**config.mk**
```make
export PLATFORM = sky130hd
export DESIGN_NAME = ap_com_bank
export DESIGN_NICKNAME = d
export VERILOG_FILES = /design/src/rtl/ap_com_pkg.sv /design/src/rtl/ap_com_cell.sv /design/src/rtl/ap_com_bank.sv
export SDC_FILE = /design/constraint.sdc
export NUM_CORES = 1
export LEC_CHECK = 0
export ABC_CLOCK_PERIOD_IN_PS = 2500
export CAP_MARGIN = 25
export CORE_UTILIZATION = 40
export CTS_CLUSTER_DIAMETER = 40
export DETAILED_ROUTE_END_ITERATION = 8
export MAX_ROUTING_LAYER = met4
export SETUP_SLACK_MARGIN = 0.15
export SLEW_MARGIN = 20
export SYNTH_ARGS = -nofsm -noshare
export SYNTH_HDL_FRONTEND = slang
export SYNTH_SLANG_ARGS = --single-unit
```
**constraint.sdc**
```tcl
create_clock -name clk -period 2.5 [get_ports clk]
set_clock_uncertainty 0.1 [all_clocks]
set_input_delay 0.5 -clock clk [delete_from_list [all_inputs] [get_ports clk]]
set_output_delay 0.5 -clock clk [all_outputs]
set_load 0.02 [all_outputs]
```
**src/rtl/ap_com_pkg.sv**
```systemverilog
// Shared constants and types for the approximate compressor bank.
// Ports: none (package). Optional shadow tables are enabled by the AP_COM_SHADOW_EN macro.
// Provides the default cell width, the truth-table type and legal pipeline depth bounds.
package ap_com_pkg;

  localparam int AP_IN_W  = 4;
  localparam int AP_TT_W  = 1 << AP_IN_W;
  localparam int PIPE_MIN = 1;
  localparam int PIPE_MAX = 3;

  typedef logic [AP_TT_W-1:0] tt_t;

  function automatic int tt_width(input int in_w);
    return 1 << in_w;
  endfunction

  function automatic bit pipe_ok(input int pipe);
    return (pipe >= PIPE_MIN) && (pipe <= PIPE_MAX);
  endfunction

endpackage

```
**src/rtl/ap_com_cell.sv**
```systemverilog
// One runtime-programmable IN_W-input LUT cell; combinational lookup, zero latency.
// Ports: clk/rst_n, we+wdata load the table, [commit] (AP_COM_SHADOW_EN) copies shadow to active, sel -> y.
// No backpressure: the table is written whenever we is high; lookup is always available.
module ap_com_cell
  import ap_com_pkg::*;
#(
  parameter  int IN_W = AP_IN_W,
  localparam int TT_W = tt_width(IN_W)
) (
  input  logic            clk,
  input  logic            rst_n,
  input  logic            we,
`ifdef AP_COM_SHADOW_EN
  input  logic            commit,
`endif
  input  logic [TT_W-1:0] wdata,
  input  logic [IN_W-1:0] sel,
  output logic            y
);

  logic [TT_W-1:0] act_q, act_d;

`ifdef AP_COM_SHADOW_EN
  logic [TT_W-1:0] shd_q, shd_d;

  // Commit copies the pre-edge shadow, so a coincident write is left for the next commit.
  always_comb begin
    shd_d = we     ? wdata : shd_q;
    act_d = commit ? shd_q : act_q;
  end

  always_ff @(posedge clk or negedge rst_n) begin
    if (!rst_n) begin
      shd_q <= '0;
      act_q <= '0;
    end else begin
      shd_q <= shd_d;
      act_q <= act_d;
    end
  end
`else
  always_comb begin
    act_d = we ? wdata : act_q;
  end

  always_ff @(posedge clk or negedge rst_n) begin
    if (!rst_n) begin
      act_q <= '0;
    end else begin
      act_q <= act_d;
    end
  end
`endif

  // Cell input 0 is the MSB of sel, so sel is used directly as the table index.
  assign y = act_q[sel];

endmodule

```
**src/rtl/ap_com_bank.sv**
```systemverilog
// Bank of NUM_COM programmable compressor LUTs feeding a PIPE-stage valid/ready output pipeline.
// Ports: cfg_we/cfg_addr/cfg_data program cells (cfg_commit with AP_COM_SHADOW_EN), cfg_err sticky,
// in_* beat in, out_* result out, beat_cnt saturating accept count. Latency PIPE cycles; stalls hold data.
module ap_com_bank
  import ap_com_pkg::*;
#(
  parameter  int NUM_COM = 17,
  parameter  int IN_W    = AP_IN_W,
  parameter  int PIPE    = 1,
  localparam int CFG_AW  = (NUM_COM > 1) ? $clog2(NUM_COM) : 1,
  localparam int TT_W    = tt_width(IN_W)
) (
  input  logic                    clk,
  input  logic                    rst_n,
  input  logic                    cfg_we,
`ifdef AP_COM_SHADOW_EN
  input  logic                    cfg_commit,
`endif
  input  logic [CFG_AW-1:0]       cfg_addr,
  input  logic [TT_W-1:0]         cfg_data,
  output logic                    cfg_err,
  input  logic                    in_valid,
  output logic                    in_ready,
  input  logic [NUM_COM*IN_W-1:0] in_data,
  output logic                    out_valid,
  input  logic                    out_ready,
  output logic [NUM_COM-1:0]      out_data,
  output logic [31:0]             beat_cnt
);

  if (!pipe_ok(PIPE)) begin : g_bad_pipe
    $error("ap_com_bank: PIPE out of legal range");
  end

  logic                addr_ok;
  logic [NUM_COM-1:0]  lut_y;
  logic [PIPE:0]       en;
  logic                accept;

  logic [PIPE-1:0]     v_q, v_d;
  logic [NUM_COM-1:0]  d_q [PIPE];
  logic [NUM_COM-1:0]  d_d [PIPE];
  logic [31:0]         cnt_q, cnt_d;
  logic                err_q, err_d;

  // Widened compare stays correct when NUM_COM is a power of two.
  assign addr_ok = {1'b0, cfg_addr} < (CFG_AW+1)'(NUM_COM);

  for (genvar c = 0; c < NUM_COM; c++) begin : g_cell
    ap_com_cell #(.IN_W(IN_W)) u_cell (
      .clk    (clk),
      .rst_n  (rst_n),
      .we     (cfg_we && addr_ok && (cfg_addr == CFG_AW'(c))),
`ifdef AP_COM_SHADOW_EN
      .commit (cfg_commit),
`endif
      .wdata  (cfg_data),
      .sel    (in_data[c*IN_W +: IN_W]),
      .y      (lut_y[c])
    );
  end

  always_comb begin
    // en[s]: stage s may load this edge (empty, or its content moves on).
    en[PIPE] = out_ready;
    for (int s = PIPE - 1; s >= 0; s--) begin
      en[s] = !v_q[s] || en[s+1];
    end
    accept = in_valid && en[0];

    v_d = v_q;
    for (int s = 0; s < PIPE; s++) begin
      d_d[s] = d_q[s];
    end
    if (en[0]) begin
      v_d[0] = in_valid;
      if (in_valid) begin
        d_d[0] = lut_y;
      end
    end
    for (int s = 1; s < PIPE; s++) begin
      if (en[s]) begin
        v_d[s] = v_q[s-1];
        if (v_q[s-1]) begin
          d_d[s] = d_q[s-1];
        end
      end
    end

    cnt_d = (accept && (cnt_q != '1)) ? cnt_q + 32'd1 : cnt_q;
    err_d = err_q || (cfg_we && !addr_ok);
  end

  always_ff @(posedge clk or negedge rst_n) begin
    if (!rst_n) begin
      v_q   <= '0;
      cnt_q <= '0;
      err_q <= 1'b0;
      for (int s = 0; s < PIPE; s++) begin
        d_q[s] <= '0;
      end
    end else begin
      v_q   <= v_d;
      cnt_q <= cnt_d;
      err_q <= err_d;
      for (int s = 0; s < PIPE; s++) begin
        d_q[s] <= d_d[s];
      end
    end
  end

  assign in_ready  = en[0];
  assign out_valid = v_q[PIPE-1];
  assign out_data  = d_q[PIPE-1];
  assign beat_cnt  = cnt_q;
  assign cfg_err   = err_q;

endmodule

```
==> key figures <==
Critical path
  • Reg2reg end: beat_cnt[24]
  • Worst path cell trace: clkdlybuf4s50_1
  • Worst setup SP type: register
  • Worst Path Required: 1.90 ns
  • Buf+Inv Stages, Crit Path: 1
  • Crit Path Max Fanout: 6
  • R2r setup slk: 0.36 ns
  • Max stage delay cell, worst path: clkdlybuf4s50_1
  • WS Path Type: reg -> out
  • CP endpoint kind: output port
  • Max stage delay on crit path: 0.66 ns
  • Worst r2r src: beat_cnt[1]
  • Worst r2r path cells: 6
  • Worst EP arrival: 1.66 ns
  • Critical path's top delay family: buffers and inverters

Global routing
  • Grt ovf: 0
  • GRT Overall Usage: 20.34%
  • First-pass GRT wire length: 57500 um
  • Vias in the first global route: 9864
  • Largest net degree at the start of global routing: 66
  • Antenna violations before repair: 1

Floorplan
  • # rows: 70
  • Num ports: 146
  • Die width: 194.6 um
  • Full die area: 0.03787 mm^2
  • Die Y: 194.6 um
  • CORE AREA: 0.03652 mm^2
  • Initial Util: 40.63%

Clock tree
  • CTS clk-pin slew, worst paths: 0.05 ns
  • Maximum clock path buffer count: 3
  • Setup Fix Bufs, Post-CTS: 0
  • Level count of the clock H-tree: 2
  • Worst-Skew Late Latency: 0.57 ns
  • CTS root buffer: clkbuf_16
  • CTS tree: done
  • Total CTS buffers: 51
  • Clock Sinks: 323

Run status
  • Status: complete, no violations

Pwr
  • Comb pwr share: 15.5%
  • Switching share of total power: 24.96%
  • Leakage dissipation: 8.556 nW
  • PD cells: 855.3 mW/mm^2
  • Sw Pwr: 4.114 mW
  • Overall power: 16.48 mW
  • Clock share of power: 43.9%
  • Int Pwr: 12.37 mW
  • Seq pwr share: 40.7%
  • Peak supply drop: 0.5050 mV

STA
  • Final setup vio count: 0
  • Worst slew pin tran: 0.6162 ns
  • Setup Total Neg Slack: 0 ns
  • Post-layout minimum cycle time: 2.264 ns
  • RSZ-0062 raised after global routing: false
  • Setup ws final: 0.2364 ns
  • Final Hold Vio Count: 0
  • Worst slew margin: 57.86%
  • Fmax: 0.4418 GHz
  • Period utilization: 90.54%
  • Slew Limit Fails: 0

Logic synthesis
  • EDFF count, synth: 0
  • Mapped cell area: 0.01484 mm^2
  • Top_reg_cell synth: dfrtp_1
  • Synth Register Bits: 323
  • Synth Warn #: 0
  • Post-Synthesis Cells: 980
  • Async set-reset flop share out of synthesis: 100.0%
  • Syn_area_per_cell: 15.14 um^2
  • Distinct cells, synth: 49
  • Post-Syn Nets: 1075
  • Seq/Total Area, Yosys: 54.47%

Final layout
  • Multi-input gate area: 0.006531 mm^2
  • P&R area growth vs syn: 29.88%
  • Share of cells above drive strength 1: 42.97%
  • Most common cell after layout, fill and taps aside: dfrtp_1
  • FF+latch area: 0.008084 mm^2
  • Layout Nets: 1313
  • Commonest cells after routing, fill and taps aside: dfrtp_1, mux2_2, clkdlybuf4s50_1, buf_4, clkbuf_16
  • Number of fill cells: 3103

Routing
  • Final Routed Wirelength: 36060 um
  • Drt drc: 0
  • Routed Antenna Nets: 0
  • WL/cell: 20.87 um
  • TritonRoute pass-1 iters: 4
  • Drt initial violations: 444
  • Vias per cell: 5.329
  • Via count: 9208

Flow run
  • Max Cap Viol: 0

Hold path
  • Hold Path Class: in -> async

Place
  • Port Buf Inserts: 145
  • Hpwl dp: 23020 um
  • Dpl ws: -0.01570 ns
  • GP Congestion: 0.7983
power by group through the flow:
stage | clock [mW] | sequential, mW | combinational (mW)
after floorplan | 0 | 6.73 | 1.54
after global placement | 0 | 6.75 | 2.53
after detailed placement | 0 | 6.78 | 2.58
after CTS | 7.39 | 6.71 | 2.59
after global routing | 7.63 | 6.84 | 2.77
final | 7.23 | 6.70 | 2.55
state kept, by name, indices dropped and copies added, names as in the netlist:
name	cells
g_cell.u_cell.act_q	272
beat_cnt	32
out_data	17
cfg_err	1
out_valid	1
final cells by class:
cell class | instances | area share [%]
timing repair buffer | 227 | 11.89
clock buffer | 64 | 7.245
antenna | 1 | 0.01298
multi-input combinational | 615 | 33.89
sequential | 323 | 41.95
tap | 468 | 3.038
clock inverter | 30 | 1.980
cell usage after synthesis, drive strengths merged, types with 11 or more instances:
library cell | number | area, um^2
dfrtp | 323 | 8083
nor2 | 17 | 66.32
nand3 | 18 | 102.6
mux4 | 51 | 1149
nand4 | 19 | 137.6
clkbuf | 21 | 78.83
buf | 21 | 146.4
mux2 | 290 | 3303
mux2i | 44 | 440.4
nor2b | 11 | 78.82
xnor2 | 29 | 254.0
nand2 | 47 | 198.9
stage by stage:
stage          utilization [%]  cell area [um^2]  hold WS [ns]  instances
2_1_floorplan                -             14840        0.1044        980
3_3_place_gp             47.85             17480        0.3594       1632
3_5_place_dp             47.85             17480        0.3639       1632
4_1_cts                  52.74             19260        0.3577       1727
5_1_grt                  52.77             19270        0.3900       1728
6_report                 52.77             19270        0.3572       1728
how the worst max path moves through the flow:
| stage | from | endpoint | slack [ns] | cells past startpoint |
|---|---|---|---|---|
| floorplan | cfg_addr[4] | g_cell[11].u_cell.act_q[10] | 0.42 | 6 |
| global route | beat_cnt[4] | beat_cnt[4] | 0.16 | 1 |
| CTS | beat_cnt[16] | beat_cnt[16] | 0.16 | 1 |
| finish | beat_cnt[5] | beat_cnt[5] | 0.24 | 1 |
| detailed placement | in_data[20] | out_data[5] | -0.02 | 6 |
| global placement | in_data[20] | out_data[5] | -0.03 | 6 |
per-layer routing:
layer | vias up | track usage (%) | part of all wire (%)
met4 | 0 | 5.938 | 2.1
met2 | 202 | 31.06 | 47
li1 | 4158 | - | -
met1 | 4783 | 27.25 | 46
met5 | - | - | 0
met3 | 65 | 4.373 | 4.7
repair_timing:
item | CTS | global route
endpoints found under the setup margin | 1 | 3
cloned | 0 | 0
hold buffers | 1 | 0
hold endpoints to repair | 47 | 0
resized for setup | 1 | 3
kinds of logic after synthesis:
family	share of synthesized area, %
simple gates	6.190
fa+ha+maj	0.08431
xor+xnor	1.771
mux	32.97
flops	54.47
compound gates	2.994
buf+inv	1.518
Note: power is estimated with default switching activity, not from simulation.
